==> src/rtl/sobel_win_pkg.sv <==
// ---------------------------------------------------------------------------
// sobel_win_pkg
// Shared constants for the sobel window generator:
//   SOBEL_PIX_W / SOBEL_TAP_W : default pixel width and tap width
//                               (taps are one bit wider, MSB forced to 0)
//   S_IDLE / S_ACTIVE / S_DONE: frame FSM state encoding
//   coord_w()                 : width of a column/row counter for a given size
// ---------------------------------------------------------------------------
package sobel_win_pkg;

  localparam int SOBEL_PIX_W = 8;
  localparam int SOBEL_TAP_W = SOBEL_PIX_W + 1;

  localparam logic [1:0] S_IDLE   = 2'd0;
  localparam logic [1:0] S_ACTIVE = 2'd1;
  localparam logic [1:0] S_DONE   = 2'd2;

  // Counter width for a dimension of n entries. Legal sizes start at 3,
  // so this is $clog2(n); the guard only keeps degenerate values sane.
  function automatic int coord_w(input int n);
    return (n <= 2) ? 1 : $clog2(n);
  endfunction

endpackage : sobel_win_pkg

==> src/rtl/sobel_line_buf.sv <==
// ---------------------------------------------------------------------------
// sobel_line_buf
// One image line of delay: DEPTH entries of W bits, indexed by column.
// Read is combinational and returns the entry's old contents in the same
// cycle as a write to that entry (read-before-write), so a buffer read at
// column c yields the pixel from the previous line at column c.
// Ports:
//   clk  : system clock
//   we   : write enable (pixel accepted)
//   addr : column index
//   din  : data written at addr
//   dout : data stored at addr before this cycle's write
// ---------------------------------------------------------------------------
module sobel_line_buf
  import sobel_win_pkg::*;
#(
  parameter int DEPTH = 64,
  parameter int W     = 8
) (
  input  logic                      clk,
  input  logic                      we,
  input  logic [coord_w(DEPTH)-1:0] addr,
  input  logic [W-1:0]              din,
  output logic [W-1:0]              dout
);

  // NOTE: the storage array has no reset; clearing it would prevent RAM
  // inference, and downstream valid gating already hides stale contents.
  logic [W-1:0] mem_q [DEPTH];

  assign dout = mem_q[addr];

  always_ff @(posedge clk) begin
    if (we) begin
      mem_q[addr] <= din;
    end
  end

endmodule : sobel_line_buf

==> src/rtl/sobel_window_gen.sv <==
// ---------------------------------------------------------------------------
// sobel_window_gen
// Turns a raster-order pixel stream into registered 3x3 neighbourhood taps
// for the sobel gradient stage (centre tap p4 is not needed and omitted).
// Two line buffers supply the two previous lines; three 3-deep column shift
// registers form the window. Taps appear one cycle after the pixel that
// completes them is accepted.
// Ports:
//   clk, rst_n         : clock, synchronous active-low reset
//   pix_in, pix_valid  : pixel stream, one pixel per valid cycle
//   sof                : start of frame, qualified by pix_valid
//   p0..p3, p5..p8     : taps {1'b0, pixel}; p8 is the newest pixel
//   win_valid          : taps form a complete interior window
//   frame_done         : one-cycle pulse after the last pixel of a frame
//   win_x, win_y       : window-centre coordinate (only when the macro
//                        SOBEL_WIN_COORD_EN is defined)
// ---------------------------------------------------------------------------
module sobel_window_gen
  import sobel_win_pkg::*;
#(
  parameter int IMG_WIDTH  = 64,
  parameter int IMG_HEIGHT = 64,
  parameter int PIX_W      = SOBEL_PIX_W
) (
  input  logic                          clk,
  input  logic                          rst_n,
  input  logic [PIX_W-1:0]              pix_in,
  input  logic                          pix_valid,
  input  logic                          sof,
  output logic [PIX_W:0]                p0,
  output logic [PIX_W:0]                p1,
  output logic [PIX_W:0]                p2,
  output logic [PIX_W:0]                p3,
  output logic [PIX_W:0]                p5,
  output logic [PIX_W:0]                p6,
  output logic [PIX_W:0]                p7,
  output logic [PIX_W:0]                p8,
  output logic                          win_valid,
  output logic                          frame_done
`ifdef SOBEL_WIN_COORD_EN
  ,
  output logic [coord_w(IMG_WIDTH)-1:0]  win_x,
  output logic [coord_w(IMG_HEIGHT)-1:0] win_y
`endif
);

  localparam int CW = coord_w(IMG_WIDTH);
  localparam int RW = coord_w(IMG_HEIGHT);
  localparam logic [CW-1:0] COL_LAST = CW'(IMG_WIDTH - 1);
  localparam logic [RW-1:0] ROW_LAST = RW'(IMG_HEIGHT - 1);

  logic [1:0]       state_q, state_d;
  logic [CW-1:0]    col_q, col_d;
  logic [RW-1:0]    row_q, row_d;

  logic             accept;
  logic [CW-1:0]    cur_col;
  logic [RW-1:0]    cur_row;
  logic             last_pix;

  logic [PIX_W-1:0] lb_a_dout, lb_b_dout;

  // Column shift registers; index 0 is the left (oldest) column.
  logic [PIX_W-1:0] top_q [3];
  logic [PIX_W-1:0] mid_q [3];
  logic [PIX_W-1:0] bot_q [3];
  logic             win_valid_q;

  // A pixel is taken while a frame is active, or anywhere if it carries
  // sof; sof always forces the pixel to coordinate (0,0).
  always_comb begin
    // NOTE: every combinational output gets a default before any branch,
    // so no path leaves a signal unassigned and no latch is inferred.
    accept   = pix_valid && (sof || (state_q == S_ACTIVE));
    cur_col  = sof ? '0 : col_q;
    cur_row  = sof ? '0 : row_q;
    last_pix = (cur_col == COL_LAST) && (cur_row == ROW_LAST);
    state_d  = state_q;
    col_d    = col_q;
    row_d    = row_q;

    if (accept) begin
      if (last_pix) begin
        state_d = S_DONE;
        col_d   = '0;
        row_d   = '0;
      end else begin
        state_d = S_ACTIVE;
        if (cur_col == COL_LAST) begin
          col_d = '0;
          row_d = cur_row + RW'(1);
        end else begin
          col_d = cur_col + CW'(1);
          row_d = cur_row;
        end
      end
    end else if (state_q != S_ACTIVE) begin
      // S_DONE lasts one cycle; any unused encoding also falls back to idle.
      state_d = S_IDLE;
    end
  end

  always_ff @(posedge clk) begin
    // NOTE: sequential state uses non-blocking assignments so every
    // register samples pre-edge values regardless of statement order.
    if (!rst_n) begin
      state_q <= S_IDLE;
      col_q   <= '0;
      row_q   <= '0;
    end else begin
      state_q <= state_d;
      col_q   <= col_d;
      row_q   <= row_d;
    end
  end

  sobel_line_buf #(
    .DEPTH (IMG_WIDTH),
    .W     (PIX_W)
  ) u_lb_a (
    .clk  (clk),
    .we   (accept),
    .addr (cur_col),
    .din  (pix_in),
    .dout (lb_a_dout)
  );

  sobel_line_buf #(
    .DEPTH (IMG_WIDTH),
    .W     (PIX_W)
  ) u_lb_b (
    .clk  (clk),
    .we   (accept),
    .addr (cur_col),
    .din  (lb_a_dout),
    .dout (lb_b_dout)
  );

  // The shift registers are the tap registers: after an accept at (r,c)
  // they hold rows r-2..r, columns c-2..c. Near a line start they still
  // carry columns from the previous line, which win_valid masks.
  always_ff @(posedge clk) begin
    if (!rst_n) begin
      for (int i = 0; i < 3; i++) begin
        top_q[i] <= '0;
        mid_q[i] <= '0;
        bot_q[i] <= '0;
      end
      win_valid_q <= 1'b0;
    end else begin
      win_valid_q <= accept && (cur_row >= RW'(2)) && (cur_col >= CW'(2));
      if (accept) begin
        top_q[0] <= top_q[1];
        top_q[1] <= top_q[2];
        top_q[2] <= lb_b_dout;
        mid_q[0] <= mid_q[1];
        mid_q[1] <= mid_q[2];
        mid_q[2] <= lb_a_dout;
        bot_q[0] <= bot_q[1];
        bot_q[1] <= bot_q[2];
        bot_q[2] <= pix_in;
      end
    end
  end

`ifdef SOBEL_WIN_COORD_EN
  logic [CW-1:0] win_x_q;
  logic [RW-1:0] win_y_q;

  // Centre of the window completed by pixel (r,c) is (c-1, r-1); values
  // computed for non-window accepts are never qualified by win_valid.
  always_ff @(posedge clk) begin
    if (!rst_n) begin
      win_x_q <= '0;
      win_y_q <= '0;
    end else if (accept) begin
      win_x_q <= cur_col - CW'(1);
      win_y_q <= cur_row - RW'(1);
    end
  end

  assign win_x = win_x_q;
  assign win_y = win_y_q;
`endif

  assign p0 = {1'b0, top_q[0]};
  assign p1 = {1'b0, top_q[1]};
  assign p2 = {1'b0, top_q[2]};
  assign p3 = {1'b0, mid_q[0]};
  assign p5 = {1'b0, mid_q[2]};
  assign p6 = {1'b0, bot_q[0]};
  assign p7 = {1'b0, bot_q[1]};
  assign p8 = {1'b0, bot_q[2]};

  assign win_valid  = win_valid_q;
  assign frame_done = (state_q == S_DONE);

endmodule : sobel_window_gen

==> config.mk <==
export PLATFORM = sky130hd
export DESIGN_NAME = sobel_window_gen
export DESIGN_NICKNAME = d
export VERILOG_FILES = /design/src/rtl/sobel_win_pkg.sv /design/src/rtl/sobel_line_buf.sv /design/src/rtl/sobel_window_gen.sv
export SDC_FILE = /design/constraint.sdc
export NUM_CORES = 1
export LEC_CHECK = 0
export BUFFER_PORTS_ARGS = -buffer_cell sky130_fd_sc_hd__buf_2
export CAP_MARGIN = 20
export CORE_MARGIN = 5
export CORE_UTILIZATION = 28
export DETAILED_ROUTE_END_ITERATION = 12
export HOLD_SLACK_MARGIN = 0.05
export PLACE_DENSITY = 0.53
export SLEW_MARGIN = 20
export SYNTH_ARGS = -nofsm -noshare
export SYNTH_HDL_FRONTEND = slang
export SYNTH_SLANG_ARGS = --single-unit
export TNS_END_PERCENT = 30
==> constraint.sdc <==
create_clock -name clk -period 4.8 [get_ports clk]
set_clock_uncertainty 0.15 [all_clocks]
set_input_delay 0.24 -clock clk [delete_from_list [all_inputs] [get_ports clk]]
set_output_delay 0.24 -clock clk [all_outputs]
set_load 0.01 [all_outputs]
Word level (Yosys, flattened, before mapping) --
Memory sizes are Yosys's and may differ from the RTL's. Index checks and enable logic that the tools add are counted.
Cells by class: $add $sub $neg 2, bitwise gates (word level) 9, reduce and logical (&&, ||, !) cells 6, $lt $le $gt $ge 2, mux-type cells 23, equality and inequality tests 5
Operators with widths (number):
- 8-bit 2-to-1 mux | 9
- 6-bit 2-to-1 mux | 6
- 6-bit by 1-bit adder with 6-bit output (second input constant) | 2
- 6-bit == test (second input constant) | 2
- 6-bit by 2-bit >= comparator with 1-bit output (second input constant) | 2
- 1-bit OR | 9
- 2-bit 2-to-1 mux | 3
- 1-bit 2-to-1 mux | 5
- 1-bit logical AND | 4
- 2-bit by 1-bit == test with 1-bit output (second input constant) | 1
- 2-bit == test (second input constant) | 1
- 2-bit by 1-bit inequality test with 1-bit output (second input constant) | 1
- 2-bit nonzero test | 1
- 1-bit logical OR | 1
Storage, ports and cells: word-level logic and storage cells 56, RAM bits 1096, input port bits 12, memories kept 5, output and inout bits 74, bits in registers 15
Memory list:
- u_lb_a.mem_q | words 64, bits a word 8, rd ports 1, clocked after Yosys merged registers in 0, wr ports 1, line sobel_line_buf.sv:29 | logic [W-1:0] mem_q [DEPTH];
- u_lb_b.mem_q | words 64, bits a word 8, rd ports 1, clocked after Yosys merged registers in 0, wr ports 1, line sobel_line_buf.sv:29
- bot_q | words 3, bits a word 8, rd ports 3, clocked after Yosys merged registers in 0, wr ports 3, line sobel_window_gen.sv:66 | logic [PIX_W-1:0] bot_q [3];
- mid_q | words 3, bits a word 8, rd ports 3, clocked after Yosys merged registers in 0, wr ports 3, line sobel_window_gen.sv:65 | logic [PIX_W-1:0] mid_q [3];
- top_q | words 3, bits a word 8, rd ports 3, clocked after Yosys merged registers in 0, wr ports 3, line sobel_window_gen.sv:64 | logic [PIX_W-1:0] top_q [3];

Logic depth before layout (Yosys ltp) --
depth in word-level cells 7, gate-level depth with buffers 12, mapped depth without buffers 9

Modules after synthesis --
A second synthesis with hierarchy kept.
Second synthesis, totals: cells, all modules 2622, area total of the unflattened synthesis 44368.8 um2
Modules (own cells, without submodules):
- sobel_line_buf | cells each 1163, times used 2, seq. area each 15374.7 um2, area an instance 20289.5 um2
- sobel_window_gen | cells each 296, times used 1, seq. area each 2462.4 um2, area an instance 3789.9 um2

Least setup slack after synthesis --
No wires, ideal clock.
path type register to register, start point reg col_q[0], end point mem mid_q[0][16] in the netlist's numbering (data pin), stages on the path, launching flop included 10, buffers on the path 3, path slack 1.095 ns, library setup time 0.266 ns, required time 4.384 ns, period minus slack after synthesis 3.705 ns, arrival time 3.289 ns, path through dfxtp_1 -> buf_4 -> buf_6 -> buf_2 -> mux2_2 -> a22oi_1 -> a31oi_1 -> a2111oi_0 -> nand4_1 -> and2_1
RTL lines:
- start, declared | line sobel_window_gen.sv:53 | logic [CW-1:0] col_q, col_d;
- start signal, assigned | line sobel_window_gen.sv:112 | col_q <= col_d;
- end, declared | line sobel_window_gen.sv:65

==> results by stage <==
Detailed routing:
- The number of remaining DRC errors is 0.
- In the routed layout, each cell is associated on average with a via count of 5.16.
- The final layout contains routed wiring with a total length of 139,000 um.
- Summing over every cut layer, the via total after detailed routing is 25.7k.
- Before antenna repair, the detailed router went through 6 iterations.
- The iteration-0 DRC count of the detailed router is 3,001.
- The average detailed-routed wire length per instance is 27.9 um.
- Once detail routing completed, the nets flagged for antenna violations numbered 0.

Critical path:
- The data arrival time of the critical path is 4950 ps.
- The type of origin of the critical path is a register.
- In this run the worst setup path begins at col_q[2].
- The worst register-to-register path ends at mid_q[0][16].
- Across all register-to-register paths, the minimum setup slack is 160 ps.
- In this run the worst setup path terminates at mid_q[0][16].
- The critical path start-end classification is reg2reg.
- The worst setup path is captured at a register.
- The maximum fanout encountered on the critical timing path is 40.
- Measured in cells, the most critical reg-to-reg path has a length of 8.
- The required arrival time at the worst endpoint is 5100 ps.
- In this run the critical register-to-register path is launched from col_q[2].

STA:
- The share of the clock period used by the worst path after layout is 96.7%.
- The count of pins over their slew limit is 0.
- The headroom to the max-slew limit is 19.1%.
- At the pin with the least slew margin, the transition time is 1210 ps.
- The count of final hold-check violations is 0.
- The setup TNS is 0 ps.
- The final critical-path required period is 4640 ps.
- Setup violations remaining at the end of the flow were counted as 0.
- Setup repair after global routing left no endpoint under its margin.
- The tightest hold margin is 109 ps.
- The maximum clock frequency is 215 MHz.

Synthesis:
- The fraction of synthesized cell area taken by the top area cell type is 75.3%.
- Of the synthesized area, sequential elements account for 76.0%.
- For this run, the leading register cell type out of synthesis is edfxtp_1.
- The dominant cell type by area after synthesis is edfxtp_1.
- Yosys attributes the largest share of cell area to edfxtp_1 (75%), mux2i_1 (5.9%), o22ai_1 (1.2%).
- After synthesis, the netlist uses 86 different library cells.
- Yosys printed 0 warnings.
- Each instance of the synthesized netlist takes up on average 16.9 um^2.
- Summing the areas of all compound-gate instances in the mapped netlist gives 9.20% of the synthesized area.
- Counting flops with an async set or reset pin after synthesis yields a share of 0%.
- The area share of and/or/nand/nor cells after synthesis is 4.88%.
- The synthesized netlist cell count is 2,587.
- The multiplexer area fraction after synthesis is 7.10%.
- The number of synthesized flops with an enable pin is 1,096.
- Of the total synthesized cell area, the portion taken by XOR and XNOR cells is 0%.
- The dominant combinational cell family by area after synthesis is compound AO/OA/AOI/OAI gates.
- The cell area that synthesis handed to floorplanning was 0.0437 mm^2.
- The synthesized-area fraction occupied by adder cells is 0.115%.
- Counting flops and latches in the post-synthesis netlist gives 1,111.

Pwr:
- For this design the ratio of total power to cell area is 400 mW/mm^2.
- Summed over all cells, the static leakage comes to 0.0161 uW.
- The overall power consumption is 20,500 uW.
- IR analysis of the VDD net gives a maximum drop of 0.000261 V.

Clocking:
- The clock passes through at most 3 buffers.
- TritonCTS built the clock tree.
- The register clock-pin slew on the reported worst setup and hold paths is 60 ps.
- The clock latency reported for the late side of the worst-skew pair is 710 ps.
- The cell chosen for the clock root is clkbuf_16.
- The clock tree synthesis step divided the H-tree into 3 levels.
- Clock tree synthesis found a total of 1,111 sinks.
- The TritonCTS buffer count is 114.
- Once the clock tree was built, the setup fixing pass inserted 0 buffers.

Die:
- The die is 405 um wide.
- The die is 405 um tall.
- 86 I/O pins were placed.
- The area of the core is 0.156 mm^2.
- The die covers 0.164 mm^2.
- For this configuration, the core starts out at a cell density of 28.1%.
- After floorplanning, the core was divided into 145 placement rows.

Layout:
- The share of post-route cells with drive strength above 1 is 19.0%.
- Compared with the post-synthesis result, the final layout area differs by 17.2%.
- The number of nets at the end of the flow is 2,843.
- Counting the fill cells in the layout gives 15.0k.

Global routing:
- The global-route usage over all layers is 16.5%.
- The overall overflow remaining after global route is 0.
- Entering global routing, the biggest net connects 69 pins.
- The via count of the first global-routing pass was 24.6k.
- The first global-routing pass estimated 194,000 um of wire.
- The number of antenna violations at the first check in global routing is 11.

Hold path:
- The worst hold path passes through 2 cells.
- The class of the worst hold path is in2reg.

Placement:
- The count of port buffers added during placement is 77.
- The HPWL after detailed placement is 86,600 um.
- The placer congestion estimate is 0.859.

Run:
- The tool flagged a number of max-cap violations equal to 0.

Status:
- The flow ran to the end, and the final reports show no timing, DRC or antenna violations.
-- cell usage after synthesis, types with 33 or more instances --
library cell and n:
clkbuf_1 53, mux2_2 33, buf_2 61, nor2_1 120, edfxtp_1 1096, nand2_1 73, mux2i_1 257, a22oi_1 40
a21oi_1 95, and2_1 68, o22ai_1 85, o21ai_0 77, a211oi_1 43, buf_4 51
-- critical path, cell delays in order, from the launching register on --
cell and delay, ps:
dfxtp_4 740, or3b_2 650, buf_4 320, o2bb2ai_1 80, a211o_1 370, a2111oi_1 1020
nand4_1 460, buf_4 380, and2_1 180
-- flip-flops by register name, indices dropped and copies added, names as in the netlist --
register,cells
u_lb_a.mem_q,512
u_lb_b.mem_q,512
bot_q,24
mid_q,24
top_q,24
col_q,6
row_q,6
state_q,2
win_valid,1
-- how the worst min path moves through the flow --
| stage | endpoint | startpoint | slack (ps) |
|---|---|---|---|
| 2_1_floorplan | u_lb_a.mem_q[0][0] | pix_in[0] | 190 |
| 3_3_place_gp | row_q[0] | row_q[0] | 290 |
| 3_5_place_dp | row_q[0] | row_q[0] | 300 |
| 4_1_cts | u_lb_a.mem_q[0][0] | pix_in[0] | 100 |
| 5_1_grt | u_lb_a.mem_q[20][6] | pix_in[6] | 130 |
| 6_report | u_lb_a.mem_q[20][6] | pix_in[6] | 110 |
-- power breakdown --
group          internal [uW]  switching, uW  total [uW]
sequential             10800           37.0       10800
combinational            280            718         998
clock                   4930           3720        8650
total                  16000           4480       20500
-- layout make-up --
| cell class | count | area (um^2) | area share [%] |
|---|---|---|---|
| repair buffers | 310 | 2330 | 4.54 |
| clock inverters | 68 | 627 | 1.22 |
| clock buffers | 135 | 2970 | 5.81 |
| diodes | 6 | 15.0 | 0.0293 |
| multi-input cells | 1276 | 9440 | 18.4 |
| inverters | 14 | 55.1 | 0.107 |
| well taps | 2058 | 2570 | 5.03 |
| flip-flops and latches | 1111 | 33200 | 64.8 |
-- cell usage in the layout (no fill, tap or decap), types with 73 or more instances in the layout --
cell type  netlist  routed
edfxtp_1      1096    1096
mux2i_1        257     257
buf_4           51     215
clkbuf_16        0     116
nor2_1         120     114
a21oi_1         95      95
o22ai_1         85      85
o21ai_0         77      77
buf_2           61      76
nand2_1         73      73
-- per-layer routing --
| metal | vias up | share of wire, % | global-route usage, % |
|---|---|---|---|
| met5 | - | 0.019 | 0 |
| met4 | 4 | 3.7 | 6.25 |
| met3 | 230 | 7.9 | 3.04 |
| met2 | 1239 | 45 | 25.6 |
| met1 | 13400 | 43 | 23.0 |
| li1 | 10800 | - | - |
-- metrics by stage --
| step | util [%] | cell area [um^2] | setup WS, ps | cells |
|---|---|---|---|---|
| 2_1_floorplan | - | 43700 | 1100 | 2594 |
| 3_3_place_gp | 30.6 | 47600 | 63.6 | 4764 |
| 3_5_place_dp | 30.6 | 47600 | 329 | 4765 |
| 4_1_cts | 32.9 | 51200 | 310 | 4972 |
| 5_1_grt | 32.9 | 51200 | 164 | 4972 |
| 6_report | 32.9 | 51200 | 157 | 4978 |
-- kinds of logic (layout without fill, tap and decap cells) --
group / after synthesis / after routing
flops: 1111 / 1111
compound gates: 569 / 569
simple gates: 398 / 398
mux: 297 / 297
buf+inv: 207 / 527
fa+ha+maj: 4 / 4
other cells: 1 / 14
-- timing repair --
| action | in CTS | in global routing |
|---|---|---|
| endpoints found under the hold margin | 38 | 0 |
| gates resized for setup | 0 | 0 |
| hold buffers | 4 | 0 |
Note: power is estimated with default switching activity, not from simulation.
